**config.mk**
```make
export PLATFORM = sky130hd
export DESIGN_NAME = flu_sched
export DESIGN_NICKNAME = d
export VERILOG_FILES = /design/src/rtl/flu_sched.sv
export SDC_FILE = /design/constraint.sdc
export NUM_CORES = 1
export LEC_CHECK = 0
export ABC_AREA = 1
export ABC_CLOCK_PERIOD_IN_PS = 1600
export BUFFER_PORTS_ARGS = -buffer_cell sky130_fd_sc_hd__buf_4
export CAP_MARGIN = 20
export CORE_MARGIN = 4
export CORE_UTILIZATION = 25
export DETAILED_ROUTE_END_ITERATION = 10
export GPL_ROUTABILITY_DRIVEN = 0
export PLACE_DENSITY_LB_ADDON = 0.3
export SLEW_MARGIN = 30
export SYNTH_ARGS = -nofsm -noshare
export SYNTH_HDL_FRONTEND = slang
export SYNTH_SLANG_ARGS = --single-unit
```
**constraint.sdc**
```tcl
create_clock -name clk -period 1.6 [get_ports clk]
set_clock_uncertainty 0.05 [all_clocks]
set_input_delay 0 -clock clk [delete_from_list [all_inputs] [get_ports clk]]
set_output_delay 0 -clock clk [all_outputs]
set_load 0.005 [all_outputs]
```
**src/rtl/flu_sched.sv**
```systemverilog
// flu_sched: round-robin scheduler that shares one combinational FLU between
// two requesters. Operands are registered toward the FLU, the result is sampled
// after FLU_LAT settle cycles and returned with the issuing requester's ID.
// Optional feature: define FLU_SCHED_OPCHECK_EN to reject ops with ctl==0 or
// ctl>9 (accepted, answered next cycle with resp_data=0 and resp_err=1).
module flu_sched #(
  parameter int W       = 32,
  parameter int CTL_W   = 4,
  parameter int FLU_LAT = 1    // legal range 1..15
) (
  input  logic             clk,
  input  logic             rst,
  // requester 0
  input  logic             req0_valid,
  output logic             req0_ready,
  input  logic [W-1:0]     req0_a,
  input  logic [W-1:0]     req0_b,
  input  logic [CTL_W-1:0] req0_ctl,
  // requester 1
  input  logic             req1_valid,
  output logic             req1_ready,
  input  logic [W-1:0]     req1_a,
  input  logic [W-1:0]     req1_b,
  input  logic [CTL_W-1:0] req1_ctl,
  // FLU interface
  output logic [W-1:0]     flu_a,
  output logic [W-1:0]     flu_b,
  output logic [CTL_W-1:0] flu_ctl,
  input  logic [W-1:0]     flu_out,
  // response channel
  output logic             resp_valid,
  input  logic             resp_ready,
  output logic             resp_id,
  output logic [W-1:0]     resp_data,
  output logic             resp_err
);

  typedef enum logic [1:0] {
    IDLE = 2'd0,
    WAIT = 2'd1,
    RESP = 2'd2
  } state_t;

  state_t           state;
  state_t           state_next;
  logic             last_grant;
  logic [3:0]       cnt;

  logic             grant0;
  logic             grant1;
  logic             accept;
  logic             grant_id;
  logic [W-1:0]     sel_a;
  logic [W-1:0]     sel_b;
  logic [CTL_W-1:0] sel_ctl;
  logic             sel_illegal;

  // Round-robin arbitration: a lone requester wins; on a tie the one that
  // was not served last wins.
  assign grant0   = req0_valid && (!req1_valid || last_grant);
  assign grant1   = req1_valid && (!req0_valid || !last_grant);
  assign accept   = (state == IDLE) && (grant0 || grant1);
  assign grant_id = grant1;

  assign sel_a   = grant1 ? req1_a   : req0_a;
  assign sel_b   = grant1 ? req1_b   : req0_b;
  assign sel_ctl = grant1 ? req1_ctl : req0_ctl;

`ifdef FLU_SCHED_OPCHECK_EN
  // Op selects outside 1..9 are answered locally with an error flag.
  assign sel_illegal = (sel_ctl == '0) || (sel_ctl > CTL_W'(9));
`else
  assign sel_illegal = 1'b0;
`endif

  // The response is valid exactly while the FSM sits in RESP.
  assign resp_valid = (state == RESP);

  // State register.
  always_ff @(posedge clk) begin
    // NOTE: sequential state uses non-blocking assignments so every register
    // samples pre-edge values regardless of block ordering.
    if (rst) state <= IDLE;
    else     state <= state_next;
  end

  // Next-state and combinational handshake outputs.
  always_comb begin
    // NOTE: every output gets a default first so no path leaves it unassigned
    // and no latch is inferred.
    state_next = state;
    req0_ready = 1'b0;
    req1_ready = 1'b0;
    unique case (state)
      IDLE: begin
        req0_ready = grant0;
        req1_ready = grant1;
        if (accept) state_next = sel_illegal ? RESP : WAIT;
      end
      WAIT: begin
        if (cnt == '0) state_next = RESP;
      end
      RESP: begin
        if (resp_ready) state_next = IDLE;
      end
      default: state_next = IDLE;
    endcase
  end

  // Datapath: operand capture on accept, settle countdown, result capture.
  always_ff @(posedge clk) begin
    if (rst) begin
      flu_a      <= '0;
      flu_b      <= '0;
      flu_ctl    <= '0;
      resp_id    <= 1'b0;
      resp_data  <= '0;
      resp_err   <= 1'b0;
      last_grant <= 1'b1;   // requester 0 wins the first tie
      cnt        <= '0;
    end else begin
      unique case (state)
        IDLE: begin
          if (accept) begin
            resp_id    <= grant_id;
            last_grant <= grant_id;
            cnt        <= 4'(FLU_LAT - 1);
            if (sel_illegal) begin
              // FLU operands keep their last issued values.
              resp_data <= '0;
              resp_err  <= 1'b1;
            end else begin
              flu_a    <= sel_a;
              flu_b    <= sel_b;
              flu_ctl  <= sel_ctl;
              resp_err <= 1'b0;
            end
          end
        end
        WAIT: begin
          if (cnt != '0) cnt       <= cnt - 4'd1;
          else           resp_data <= flu_out;
        end
        default: ;  // RESP holds all response fields until the handshake
      endcase
    end
  end

endmodule

```
# Word-level counts from Yosys, hierarchy flattened
# Cells that the tools add are included.
dict set report classes {
  addsub 1
  n_eq_ne 6
  n_mux 12
  bitwise_logic 1
  reduce_logical 17
}
# operator count
set op_table {}
lappend op_table {{$mux W32} 2}
lappend op_table {{$mux W4} 3}
lappend op_table {{$pmux W4 S2} 1}
lappend op_table {{$mux W2} 3}
lappend op_table {{$ne A2 B2 Y1 const B} 3}
lappend op_table {{$pmux W2 S3} 1}
lappend op_table {{$reduce_and A3 Y1} 2}
lappend op_table {{$logic_not A4 Y1} 1}
lappend op_table {{$reduce_and A2 Y1} 2}
lappend op_table {{$reduce_bool A4 Y1} 1}
lappend op_table {{$sub A4 B1 Y4 const B} 1}
lappend op_table {{$logic_and A1 B1 Y1} 3}
lappend op_table {{$logic_not A1 Y1} 3}
lappend op_table {{$logic_or A1 B1 Y1} 3}
lappend op_table {{$eq A2 B1 Y1 const B} 1}
lappend op_table {{$eq A2 B2 Y1 const B} 1}
lappend op_table {{$logic_not A2 Y1} 1}
lappend op_table {{$mux W1} 2}
lappend op_table {{$ne A2 B1 Y1 const B} 1}
lappend op_table {{$reduce_bool A2 Y1} 1}
lappend op_table {{$not A1 Y1} 1}
dict set report word_totals {
  register_bits 108
  output_inout_bits 105
  elab_cells 45
}

# Depth between registers and ports, before layout
# Gate-level depths: netlist of the first run.
dict set report depth {
  word_depth 7
  mapped_depth 8
  ltp_nobuf 8
}

# Least setup slack after synthesis of the first run
# No wires, ideal clock.
dict set report synth_path {
  path_kind {register to register}
  from {register cnt[0]}
  to {register resp_data[10]}
  arrival_time_ns 1.093
  required_time_ns 1.434
  setup_slack_ns 0.341
  path_stages_with_launch 7
  n_path_buf 1
  cell_sequence {dfxtp_1 inv_1 ha_1 nand3_4 clkbuf_1 o21ai_0 nor2_1}
}
dict set report synth_between {
  elab_chain_len 3
}
# item line_no
set synth_rtl {}
lappend synth_rtl {{start: declaration} 47} ;# logic [3:0] cnt;
lappend synth_rtl {{start signal: assignment} 127} ;# cnt <= 4'(FLU_LAT - 1);
lappend synth_rtl {{start signal: assignment} 141} ;# if (cnt != '0) cnt <= cnt - 4'd1;
lappend synth_rtl {{$reduce_bool A4 Y1} 141}
lappend synth_rtl {{$not A1 Y1 (no line)} n/a}
lappend synth_rtl {{$reduce_and A2 Y1 (no line)} n/a}
lappend synth_rtl {{end signal: assignment} 142} ;# else resp_data <= flu_out;
lappend synth_rtl {{end: declaration} 34} ;# output logic [W-1:0] resp_data,
# Every way passes these cells.
# A chain may end at the register's enable or synchronous reset.

# Worst setup path after layout of the first run
dict set report layout_path {
  from {register last_grant}
  to {output req1_ready}
}
dict set report layout_between {
  elab_chain_len 4
}
# item line_no
set layout_rtl {}
lappend layout_rtl {{start: declaration} 46} ;# logic last_grant;
lappend layout_rtl {{start signal: assignment} 126} ;# last_grant <= grant_id;
lappend layout_rtl {{$logic_not A1 Y1} 61} ;# assign grant1 = req1_valid && (!req0_valid || !last_grant);
lappend layout_rtl {{$logic_or A1 B1 Y1} 61}
lappend layout_rtl {{$logic_and A1 B1 Y1} 61}
lappend layout_rtl {{$mux W1} 94} ;# unique case (state)
lappend layout_rtl {{end: declaration} 21} ;# output logic req1_ready,
# Every way passes these cells.

==> results by stage, run 1 <==
Hold path:
- The critical hold path startpoint is req1_b[22].
- The hold path depth is 5.
- The min-delay analysis places its worst path in the category input port to flop.
- The destination of the worst hold path is flu_b[22].

STA:
- The post-route setup TNS is 0 ns.
- For this run, the top clock speed supported by timing is 0.684 GHz.
- The minimum clock period after layout is 1.46 ns.
- The hold slack is 0.0501 ns.
- Setup repair after global routing left no endpoint under its margin.
- The final count of pins violating max slew is 0.
- The number of setup violations in the final report is 0.
- The final number of hold-violating endpoints came to 0.
- The worst path uses 91.4% of the clock period.

Clock network:
- The insertion delay of the later-clocked pin in the worst-skew pair is 0.35 ns.
- TritonCTS built the clock tree.
- The clock transition at the registers of the reported paths is 0.07 ns.
- No sink is reached through more buffers than the 2 on the longest clock path.
- In this run, CTS created clock tree buffers numbering 9.
- In this run, post-CTS repair resized a total of 0 instances.
- The H-tree depth reported by CTS is 3.
- In this run the post-CTS setup repair buffer count came out at 0.
- Counting every sink on the clock net gives 108.
- The buffer type at the clock tree root is sky130_fd_sc_hd__clkbuf_16.

Global routing:
- The met1 track demand over resource in global routing is 20.4%.
- The via count of the first global-routing pass came to 6,556.
- The number of antenna violations at the first check in global routing is 0.
- In the global route stage, met2 resource usage came out at 31.8%.
- The routing layer with the top usage in global route is met2.
- Entering global routing, the biggest net connects 68 pins.
- The aggregate global-route resource usage is 18.2%.
- The first global-routing pass estimated 32.3 mm of wire.
- The met3 usage in global routing is 5.52%.
- After global routing the overflow that remains totals 0.

Drt:
- The first-pass iteration count of the detailed router is 5.
- The post-detailed-route via-to-cell ratio is 4.54.
- After detailed routing, the average wire length per cell comes to 14.5 um.
- The number of DRC markers in iteration 0 is 245.
- After detailed routing, the number of remaining DRC violations is 0.
- In this run the remaining antenna-violating nets after routing total 0.
- The total number of vias is 6,426.
- The final wirelength is 20.5 mm.

Yosys:
- When the netlist entered floorplanning its net count stood at 902.
- The Yosys warning count is 0.
- The synthesized netlist devotes 0% of its cell area to XOR and XNOR gates.
- The number of library cell types mapped by synthesis is 26.
- After synthesis, the largest family of logic cells by area is simple AND/OR/NAND/NOR gates.
- The top cell type's share of synthesized area is 44.4%.
- The compound-gate portion of the synthesized area is 11.6%.
- Sequential cells were found to cover 44.4% of the synthesized design area.
- The post-synthesis instance area is 0.00486 mm2.
- The synthesized-area fraction occupied by and/or/nand/nor cells is 36.3%.
- By area the synthesized netlist is led by sky130_fd_sc_hd__dfxtp_1 (44%), sky130_fd_sc_hd__nor2_1 (16%), sky130_fd_sc_hd__nand2_1 (11%), sky130_fd_sc_hd__o21ai_0 (9.7%), sky130_fd_sc_hd__nand3_1 (7.6%).
- The multiplexer area fraction after synthesis is 0%.
- The share of synthesized cell area in full adder, half adder and majority cells is 0.257%.
- In the synthesized netlist the dominant register cell turns out to be sky130_fd_sc_hd__dfxtp_1.
- The flop and latch count out of synthesis is 108.
- The share of synthesized flip-flops with an asynchronous set or reset is 0%.
- The number of enable flip-flop cells after synthesis is 0.
- The gate count after technology mapping is 728.
- The cell taking the most area after synthesis is sky130_fd_sc_hd__dfxtp_1.
- Averaged over all synthesized cells, the footprint is 6.68 um2.

Floorplanning:
- In this run the count of I/O pins placed on the die edge is 278.
- The number of rows in the core area is 50.
- The full die area is 0.0218 mm2.
- The vertical extent of the die is 147 um.
- The overall die width is 147 um.
- The total area inside the core boundary comes to 0.0189 mm2.
- The initial utilization of the core area, before any placement, comes to 25.7%.

Critical path:
- The worst reg2reg path endpoint is resp_data[15].
- The critical path data required time is 1.55 ns.
- The worst setup path is captured at an output port.
- Along the worst path, the maximum fanout reaches 52.
- The data arrival at the endpoint of the critical path is 1.41 ns.
- The critical-path cell with the highest stage delay is sky130_fd_sc_hd__dfxtp_1.
- The kind of cell adding the most delay to the critical path is buffers and inverters.
- The worst reg2reg path startpoint is cnt[1].
- STA classifies the critical path startpoint as a flop.
- Counting both buffers and inverters, the worst setup path holds a total of 3.
- The register-to-register path setup slack is 0.15 ns.
- Walking the worst path, the cells encountered are nand2_2, buf_12, nand3_1, inv_1, buf_4.
- The worst setup path category is flop to output port.
- The maximum single-stage delay on the critical path is 0.32 ns.
- For the worst flop-to-flop path, the logic depth is 6.

Place:
- Buffers placed on the I/O ports in this run total 276.
- Detailed placement ended at an HPWL of 12.7 mm.
- Once placement completed, the tool counted placed cells totaling 1,230.

Run status:
- The run finished with clean final reports.

Pwr:
- The peak supply drop is 513 uV.
- Summed over all cells, the static leakage comes to 4.51 nW.
- The power density over the cells is 1150 mW/mm2.

Layout:
- The number of filler instances in the final layout is 1,775.
- In the final layout, the share of cells above drive strength 1 is 28.0%.
- 0 antenna diodes ended up in the layout.
- The number of standard cells in the final layout excluding fillers is 1,415.
- From synthesis to final layout, the design area changed by 89.4%.
- The layout net count is 1,324.

Flow run:
- The number of maximum-capacitance violations is 0.
[worst max path at each step]
stage | cells after the start | to | slack (ns) | startpoint
after CTS | 5 | req1_ready | 0.11 | last_grant
final | 5 | req1_ready | 0.14 | last_grant
after detailed placement | 6 | flu_a[2] | 0.16 | state[1]
after global routing | 6 | resp_data[15] | 0.006 | cnt[1]
after floorplan | 6 | resp_data[10] | 0.34 | cnt[0]
after global placement | 6 | flu_a[6] | 0.17 | state[1]
[cell usage after synthesis, types with 2 or more instances]
| library cell | number |
|---|---|
| sky130_fd_sc_hd__buf_6 | 7 |
| sky130_fd_sc_hd__o21ai_0 | 94 |
| sky130_fd_sc_hd__buf_1 | 6 |
| sky130_fd_sc_hd__buf_2 | 15 |
| sky130_fd_sc_hd__inv_1 | 13 |
| sky130_fd_sc_hd__nand3_1 | 74 |
| sky130_fd_sc_hd__a21oi_1 | 4 |
| sky130_fd_sc_hd__buf_4 | 4 |
| sky130_fd_sc_hd__inv_2 | 3 |
| sky130_fd_sc_hd__nand2_2 | 2 |
| sky130_fd_sc_hd__o21ai_1 | 7 |
| sky130_fd_sc_hd__dfxtp_1 | 108 |
| sky130_fd_sc_hd__clkbuf_1 | 22 |
| sky130_fd_sc_hd__nor2_1 | 209 |
| sky130_fd_sc_hd__nand2_1 | 149 |
[cell usage in the layout (no fill, tap or decap), types with 2 or more instances in the layout]
cell and count:
sky130_fd_sc_hd__o21ai_1 7, sky130_fd_sc_hd__o21ai_0 94, sky130_fd_sc_hd__inv_1 12, sky130_fd_sc_hd__a21oi_1 4
sky130_fd_sc_hd__dlygate4sd3_1 169, sky130_fd_sc_hd__dfxtp_1 108, sky130_fd_sc_hd__buf_4 290, sky130_fd_sc_hd__inv_2 4
sky130_fd_sc_hd__nand3_1 74, sky130_fd_sc_hd__clkbuf_16 9, sky130_fd_sc_hd__nor2_1 209, sky130_fd_sc_hd__nand2_1 149
sky130_fd_sc_hd__clkinv_4 3, sky130_fd_sc_hd__buf_12 7, sky130_fd_sc_hd__nand2_2 2
[cell type report]
cell class	count	area (um2)	share of cell area, %
clock inverter	7	83.8	0.910
tap	260	325	3.53
inverter	16	60.1	0.652
multi-input combinational	549	2350	25.5
timing repair buffer	466	4010	43.5
sequential	108	2160	23.5
clock buffer	9	225	2.44
[cells by family (layout without fill, tap and decap cells)]
| logic type | count (synthesis) | after routing |
|---|---|---|
| and+or+nand+nor | 438 | 438 |
| AOI/OAI and AO/OA | 109 | 109 |
| DFF | 108 | 108 |
| buffers and inverters | 71 | 498 |
| adders and majority gates | 1 | 1 |
| other | 1 | 1 |
[sequential cells by signal (all words and copies together) (netlist names)]
name	flops
cnt	4
flu_ctl	4
flu_b	32
flu_a	32
last_grant	1
state	2
resp_id	1
resp_data	32
[routing by layer]
layer	wire length, um	vias up
li1	-	3162
met1	8450	2916
met2	9760	297
met3	1600	51
met4	729	0
met5	0	-
[worst reg2reg max path: cells and delay by family (launching register included)]
family / cells / cell delay (ns)
DFF: 1 / 0.33
buffers and inverters: 2 / 0.29
and+or+nand+nor: 2 / 0.26
adders and majority gates: 1 / 0.24
AOI/OAI and AO/OA: 1 / 0.17
[stage by stage]
stage / setup WS [ns] / cell area, um2 / total power [W] / util, %
6_report: 0.138 / 9210 / 0.0106 / 48.8
5_1_grt: 0.00559 / 9210 / 0.0114 / 48.8
4_1_cts: 0.108 / 9210 / 0.0107 / 48.8
3_5_place_dp: 0.164 / 7210 / 0.00801 / 38.2
3_3_place_gp: 0.174 / 7210 / 0.00799 / 38.2
2_1_floorplan: 0.341 / 4860 / 0.00590 / -
[repair_timing]
item                                    CTS  global route
hold endpoints to repair                104             0
hold buffers                            169             0
endpoints found under the setup margin    0             0
[power breakdown]
| group | internal [W] | switching [W] | total [W] |
|---|---|---|---|
| registers | 0.00343 | 0.000391 | 0.00382 |
| logic | 0.00225 | 0.00223 | 0.00448 |
| clock network | 0.00124 | 0.00108 | 0.00232 |
| total | 0.00692 | 0.00371 | 0.0106 |
No activity file was read; power rests on OpenSTA's default activity.
==> run 2, diff against run 1 <==
--- a/config.mk
+++ b/config.mk
@@ -13,2 +13,3 @@
 export CORE_UTILIZATION = 25
+export CTS_BUF_LIST = sky130_fd_sc_hd__clkbuf_8 sky130_fd_sc_hd__clkbuf_16
 export DETAILED_ROUTE_END_ITERATION = 10
--- a/constraint.sdc
+++ b/constraint.sdc
@@ -4,2 +4,2 @@
 set_output_delay 0 -clock clk [all_outputs]
-set_load 0.005 [all_outputs]
+set_load 0.1 [all_outputs]
==> run 2 against run 1 <==
Cell area grew 0.41%; flip-flop and latch count is the same; via count shrank 1.1%; global-route usage shrank 0.47 points; die area is the same; final cell count is essentially flat; total power grew 47%; non-clock buffer count grew 1; count of clock-buffer cells in the layout grew 1; worst hold slack gained 0.054 ns; fmax shrank 3.4%; utilization grew 0.20 points.
==> results by stage, run 2 (synthesis results as in run 1) <==
Critical path:
- The count of buffering cells on the critical path with inverters included is 2 (-1).
- The worst reg-to-reg path cell count is 7 (+1).
- The largest fanout on the critical path came to 3 (-94%).
- In this run the critical register-to-register path is launched from state[0].
- The kind of cell adding the most delay to the critical path is buffers and inverters.
- The register-to-register path setup slack was 0.15 ns (about the same).
- The critical path data required time is 1.55 ns (about the same).
- The data arrival at the endpoint of the critical path came to 1.46 ns (+0.05 ns).
- Walking the worst path, the cells encountered are inv_1, nand2_1, a211oi_4, buf_4.
- STA classifies the critical path startpoint as a flop.
- The critical path in this run is classified as flop to output port.
- The endpoint identified for the worst register-to-register timing path is flu_a[12].
- The slowest stage of the critical path is the sky130_fd_sc_hd__dfxtp_1 cell.
- The maximum single-stage delay on the critical path is 0.36 ns (+0.04 ns).
- STA classifies the critical path endpoint as an output port.

Pwr:
- The power density over the cells was 1690 mW/mm2 (+47%).
- The peak supply drop came to 726 uV (+41%).
- The leakage power figure is 4.51 nW (+0.15%).

STA:
- The portion of the clock cycle consumed by the worst path in the final layout is 94.5% (+3.2 points).
- The minimum clock period after layout is 1.51 ns (+0.0508 ns).
- Setup repair after global routing left no endpoint under its margin.
- The number of setup violations in the final report is 0 (unchanged).
- The maximum achievable frequency is 0.661 GHz (-3.4%).
- The final number of hold-violating endpoints is 0 (unchanged).
- The post-route setup TNS is 0 ns (unchanged).
- The setup slack after layout came to 0.0875 ns (-0.0508 ns).
- The final count of pins violating max slew is 0 (unchanged).

Clock network:
- The insertion delay of the later-clocked pin in the worst-skew pair is 0.34 ns (about the same).
- The H-tree depth reported by CTS was 3 (unchanged).
- The clock transition at the registers of the reported paths is 0.07 ns (about the same).
- The number of clock buffers inserted by TritonCTS is 9 (unchanged).
- The clock tree from TritonCTS is done.
- The number of buffers on the longest clock path is 2 (unchanged).
- The tree is rooted in a sky130_fd_sc_hd__clkbuf_16.
- The number of clock sinks is 108 (unchanged).

Flow run:
- The number of maximum-capacitance violations is 0 (unchanged).

Hold path:
- The hold path depth came to 5 (unchanged).
- The path with the worst hold slack has its endpoint at flu_b[10].
- In this run the most critical hold path is launched from req1_valid.
- The class of the tightest hold or removal check is input port to flop.

Floorplanning:
- The overall die width is 147 um (unchanged).
- The effective utilization at floorplan is 25.7% (unchanged).
- The vertical extent of the die is 147 um (unchanged).
- The full die area is 0.0218 mm2 (unchanged).
- The area of the core is 0.0189 mm2 (unchanged).
- The number of rows in the core area is 50 (unchanged).
- The number of top-level pins is 278 (unchanged).

Run status:
- The run finished with clean final reports.

Layout:
- The diode insertion count for antenna repair is 0 (unchanged).
- The ratio of cells with drive above 1 in the final layout is 28.1% (+0.15 points).
- In the final layout, the registers with the most flip-flops are flu_a x32, flu_b x32, resp_data x32.
- The area growth from synthesis to layout is 90.2%.
- The share of the core filled with cells in the final layout is 49.0% (+0.20 points).
- The layout net count is 1,325 (+0.076%).
- Leaving out fill and tap cells, the most frequent cell in the layout is sky130_fd_sc_hd__buf_4.
- In the layout the commonest cells are sky130_fd_sc_hd__buf_4 (289), sky130_fd_sc_hd__nor2_1 (208), sky130_fd_sc_hd__dlygate4sd3_1 (170), sky130_fd_sc_hd__nand2_1 (149), sky130_fd_sc_hd__dfxtp_1 (108).

Drt:
- The DRC violation count after routing is 0 (unchanged).
- The post-detailed-route via-to-cell ratio is 4.49 (-1.2%).
- The count of nets left with antenna violations after detail routing is 0 (unchanged).
- The final wirelength came to 20.2 mm (-1.5%).
- The first-pass iteration count of the detailed router is 6 (+1).
- The routed wire length per instance was 14.3 um (-1.6%).
- The number of DRC markers in iteration 0 is 245 (unchanged).
- The total number of vias is 6,355 (-1.1%).

Global routing:
- The via count of the first global-routing pass is 6,276 (-4.3%).
- The pin count of the biggest net entering global routing is 81 (+19%).
- The global-route wire length before repair is 31.5 mm (-2.7%).
- The leftover overflow at the end of global routing was 0 (unchanged).
- The number of antenna violations at the first check in global routing is 0 (unchanged).
- The aggregate global-route resource usage came to 17.7% (-0.47 points).

Place:
- The worst slack at placement was 0.139 ns (-0.0248 ns).
- The number of buffers added on ports is 276 (unchanged).
- The half-perimeter wire length of the detailed placement result is 13.1 mm (+3.2%).
run 2: changes by cell type in the layout (fill, tap and decap cells not counted), sizes merged:
| cell | previous run | this run |
|---|---|---|
| clkinv | 3 | 1 |
| dlygate4sd3 | 169 | 170 |
| clkinvlp | 1 | 2 |
| clkbuf | 9 | 10 |
run 2: worst min-delay path, stage by stage:
cell                      delay [ns]
sky130_fd_sc_hd__buf_4          0.18
sky130_fd_sc_hd__nand3_1        0.10
sky130_fd_sc_hd__nand2_1        0.05
sky130_fd_sc_hd__nor2_1         0.07
sky130_fd_sc_hd__nor2_1         0.05
run 2: what timing repair did:
| item | in CTS | in global routing |
|---|---|---|
| buffers inserted | 0 | 1 |
| gates resized for setup | 2 | 3 |
| hold buffers | 170 | 0 |
| hold endpoints to repair | 104 | 0 |
| pin swaps | 0 | 1 |
| setup endpoints to repair | 1 | 3 |
run 2: area by class of cell:
cell class / instances / area, um2
Inverter: 16 / 60.1
Sequential cell: 108 / 2160
Tap cell: 260 / 325
Timing Repair Buffer: 467 / 4030
Clock buffer: 10 / 239
Clock inverter: 6 / 70.1
Fill cell: 1782 / 9640
Multi-Input combinational cell: 549 / 2370
run 2: how the worst max path moves through the flow:
| stage | start | to | cells after the start |
|---|---|---|---|
| after floorplan | state[1] | req0_ready | 3 |
| after global placement | cnt[1] | resp_data[9] | 6 |
| after detailed placement | cnt[1] | resp_data[9] | 6 |
| after CTS | last_grant | req1_ready | 5 |
| after global routing | last_grant | req1_ready | 5 |
| final | state[1] | req0_ready | 4 |
run 2: through the flow:
step           area, um2  hold slack, ns  cells  power (W)
2_1_floorplan       4880          0.0191    728     0.0109
3_3_place_gp        7210           0.182   1229     0.0130
3_5_place_dp        7210           0.180   1229     0.0130
4_1_cts             9230          0.0896   1415     0.0158
5_1_grt             9250           0.122   1416     0.0164
6_report            9250           0.105   1416     0.0157
run 2: report_power, final:
group | switching [W] | total, W | internal (W)
Clock | 0.00106 | 0.00234 | 0.00127
Combinational | 0.00721 | 0.00953 | 0.00232
Sequential | 0.000383 | 0.00381 | 0.00343
run 2: layer usage:
| layer | wire, um | GRT usage, % | vias up |
|---|---|---|---|
| met1 | 8280 | 20.4 | 2859 |
| met2 | 9840 | 31.3 | 296 |
| met5 | 0 | 0 | - |
| li1 | - | - | 3161 |
| met3 | 1520 | 4.51 | 39 |
| met4 | 580 | 7.08 | 0 |
==> run 3, diff against run 2 <==
ABC_AREA = unset   (was 1)
==> run 3 against run 2 <==
Combinational power fell by 52%; die area increased by 2.6%; largest cell class unchanged; via count is 3.5% lower; utilization shrank 0.47 points; global-route usage about the same; critical path type unchanged; highest routed layer unchanged; first-iteration DRC count is 18% higher; wire length grew 4.2%; sequential power is 17% lower.
==> results by stage, run 3 <==
STA:
- The maximum achievable frequency is 0.649 GHz (-1.8%).
- The number of setup violations in the final report is 0 (unchanged).
- The slew at the pin with the worst max-slew slack is 0.512 ns.
- The setup slack after layout is 0.0598 ns (-0.0277 ns).
- Measured against its own limit, the worst slew margin works out to 65.9%.
- The portion of the clock cycle consumed by the worst path in the final layout was 96.3% (+1.7 points).
- The final number of hold-violating endpoints is 0 (unchanged).
- The final count of pins violating max slew is 0 (unchanged).
- The minimum clock period after layout was 1.54 ns (+0.0277 ns).

Yosys:
- The commonest cells after synthesis are sky130_fd_sc_hd__nand2_1 (136), sky130_fd_sc_hd__dfxtp_1 (108), sky130_fd_sc_hd__a21oi_1 (70).
- The share of synthesized flip-flops with an asynchronous set or reset came to 0% (unchanged).
- The synthesized-area fraction occupied by and/or/nand/nor cells is 22.9% (-13 points).
- The number of enable flip-flop cells after synthesis is 0 (unchanged).
- The post-synthesis instance area is 0.00500 mm2 (+2.7%).
- The post-synthesis net count was 758 (-16%).
- The portion of the post-synthesis area used by sequential elements is 43.3% (-1.2 points).
- The Yosys warning count was 0 (unchanged).
- The multiplexer area fraction after synthesis came to 0% (unchanged).
- By area, the combinational part of the netlist is dominated by compound AO/OA/AOI/OAI gates.
- The number of library cell types mapped by synthesis came to 37 (+42%).
- sky130_fd_sc_hd__dfxtp_1 takes more of the synthesized area than any other cell.
- In the post-synthesis netlist, the biggest area contributors are sky130_fd_sc_hd__dfxtp_1 (43%), sky130_fd_sc_hd__nand2_1 (10%), sky130_fd_sc_hd__a311oi_1 (8.4%), sky130_fd_sc_hd__a21oi_1 (7.0%), sky130_fd_sc_hd__a311oi_2 (6.0%).
- The top cell type's share of synthesized area is 43.3% (-1.2 points).
- In the post-synthesis netlist, the cell with the most instances is sky130_fd_sc_hd__nand2_1.
- The share of synthesized cell area in full adder, half adder and majority cells is 0.250% (-0.0068 points).
- The mean post-synth cell area is 8.55 um2 (+28%).
- The gate count after technology mapping is 584 (-20%).
- For this run, the leading register cell type out of synthesis is sky130_fd_sc_hd__dfxtp_1.
- The flop and latch count out of synthesis is 108 (unchanged).
- The area share of xor/xnor cells in the synthesized design is 0% (unchanged).
- The compound-gate portion of the synthesized area is 26.6% (+15 points).

Drt:
- The total number of vias is 6,131 (-3.5%).
- The first-pass iteration count of the detailed router is 5 (-1).
- The count of nets left with antenna violations after detail routing is 0 (unchanged).
- The DRC violation count after routing came to 0 (unchanged).
- The final wirelength came to 21.1 mm (+4.2%).
- The routed wire length per instance is 16.6 um (+16%).
- The number of DRC markers in iteration 0 is 288 (+18%).
- The post-detailed-route via-to-cell ratio came to 4.82 (+7.5%).

Pwr:
- The leakage power figure is 4.04 nW (-10%).
- The power density over the cells is 1050 mW/mm2 (-38%).
- The peak supply drop came to 493 uV (-32%).

Layout:
- The diode insertion count for antenna repair is 0 (unchanged).
- The most frequent standard cell in the layout excluding fill and tap cells is sky130_fd_sc_hd__buf_4.
- The share of the core filled with cells in the final layout is 48.5% (-0.47 points).
- The top cell types in the final layout, fill and taps aside, are sky130_fd_sc_hd__buf_4 (285), sky130_fd_sc_hd__dlygate4sd3_1 (170), sky130_fd_sc_hd__nand2_1 (136), sky130_fd_sc_hd__dfxtp_1 (104), sky130_fd_sc_hd__a21oi_1 (70).
- The ratio of cells with drive above 1 in the final layout is 35.4% (+7.3 points).
- The layout net count came to 1,175 (-11%).
- The largest registers in the layout are flu_a x32, flu_b x32, resp_data x32.
- The area growth from synthesis to layout came to 90.2% (about the same).

Critical path:
- The register-to-register path setup slack is 0.08 ns (-0.07 ns).
- The data arrival at the endpoint of the critical path is 1.49 ns (+0.03 ns).
- The worst reg-to-reg path cell count is 6 (-1).
- The worst register-to-register path begins at cnt[0].
- The largest fanout on the critical path is 6 (+3).
- In this run the critical register-to-register path is captured at resp_data[28].
- The worst setup path category is flop to output port.
- The sort of element at the end of the critical path is an output port.
- The critical path data required time is 1.55 ns (about the same).
- The worst setup path is launched from a flop.

Floorplanning:
- The area of the core is 0.0196 mm2 (+3.7%).
- The number of top-level pins is 278 (unchanged).
- The number of rows in the core area is 51 (+2.0%).
- The vertical extent of the die is 149 um (+1.3%).
- The full die area came to 0.0223 mm2 (+2.6%).
- The overall die width came to 149 um (+1.3%).
- The effective utilization at floorplan is 25.5% (-0.25 points).

Place:
- The number of buffers added on ports was 276 (unchanged).
- The worst slack at placement was 0.0700 ns (-0.0691 ns).
- The half-perimeter wire length of the detailed placement result was 12.6 mm (-3.7%).

Clock network:
- The insertion delay of the later-clocked pin in the worst-skew pair was 0.35 ns (about the same).
- The tree is rooted in a sky130_fd_sc_hd__clkbuf_16.
- The number of buffers on the longest clock path is 2 (unchanged).
- The H-tree depth reported by CTS is 3 (unchanged).
- The clock transition at the registers of the reported paths is 0.08 ns (about the same).
- The number of setup buffers added after CTS came to 0 (unchanged).
- TritonCTS built the clock tree.
- The number of clock buffers inserted by TritonCTS came to 9 (unchanged).
- The number of clock sinks is 108 (unchanged).

Hold path:
- The destination of the worst hold path is last_grant.
- The class of the tightest hold or removal check is input port to flop.
- The hold path depth is 3 (-2).
- The startpoint identified for the worst hold timing path is req0_valid.

Global routing:
- The number of antenna violations at the first check in global routing is 0 (unchanged).
- The aggregate global-route resource usage is 17.7% (about the same).
- The global-route wire length before repair was 32.0 mm (+1.8%).
- The pin count of the biggest net entering global routing is 70 (-14%).
- The via count of the first global-routing pass is 6,268 (-0.13%).
- The leftover overflow at the end of global routing came to 0 (unchanged).

Run status:
- The flow ran to the end, and the final reports show no timing, DRC or antenna violations.

Flow run:
- The number of maximum-capacitance violations is 0 (unchanged).
==> run 3: kinds of logic after synthesis <==
logic type	count (synthesis)
AND/OR/NAND/NOR	224
other	1
AO/OA/AOI/OAI	182
adder cells (fa/ha/maj)	1
buffers and inverters	68
flip-flops	108
==> run 3: worst max-delay path by stage <==
stage                     startpoint            end  slack [ns]  depth (start not counted)
after global placement        cnt[0]  resp_data[17]        0.08                          6
after CTS                   state[1]     req0_ready       0.002                          3
after global routing          cnt[0]   resp_data[0]      -0.008                          6
after floorplan             state[1]       state[1]       -0.06                          3
after detailed placement      cnt[0]  resp_data[12]        0.07                          6
final                       state[1]     req0_ready        0.06                          3
==> run 3: critical path, stage by stage, from the launching register on <==
cell and delay, ns:
sky130_fd_sc_hd__dfxtp_2 0.37, sky130_fd_sc_hd__or3b_4 0.43, sky130_fd_sc_hd__nor2_4 0.13, sky130_fd_sc_hd__buf_8 0.20
==> run 3: stage by stage <==
| stage | hold slack [ns] | area [um2] | TNS, ns | total power, W | cells |
|---|---|---|---|---|---|
| 2_1_floorplan | 0.110 | 5010 | -0.0643 | 0.00626 | 584 |
| 3_3_place_gp | 0.212 | 7400 | 0 | 0.00743 | 1082 |
| 3_5_place_dp | 0.220 | 7400 | 0 | 0.00743 | 1082 |
| 4_1_cts | 0.137 | 9410 | 0 | 0.0101 | 1268 |
| 5_1_grt | 0.149 | 9500 | -0.0186 | 0.0104 | 1271 |
| 6_report | 0.156 | 9500 | 0 | 0.0100 | 1271 |
==> run 3: timing repair <==
item / in CTS / in global routing
setup endpoints to repair: 2 / 37
hold endpoints to repair: 101 / 0
hold buffers: 170 / 0
gates cloned: 0 / 3
pin swaps: 0 / 1
resized for setup: 7 / 11
==> run 3: area by class of cell <==
type	instances	area [um2]
clock buffers	9	225
flip-flops and latches	108	2170
multi-input cells	408	2550
inverters	3	11.3
fillers	1778	10100
clock inverters	7	58.8
well taps	265	332
repair buffers	471	4150
==> run 3: routing by layer <==
layer / part of all wire, % / global-route usage [%] / vias up
li1: - / - / 2952
met1: 41 / 21.5 / 2878
met2: 50 / 30.8 / 268
met3: 7.1 / 4.56 / 33
met4: 1.9 / 5.26 / 0
met5: 0 / 0 / -
==> run 3: where the power goes <==
group          switching (W)  leakage (nW)  internal, W
logic                0.00320          3.01      0.00142
clock network        0.00114         0.138      0.00109
registers           0.000180         0.893      0.00299
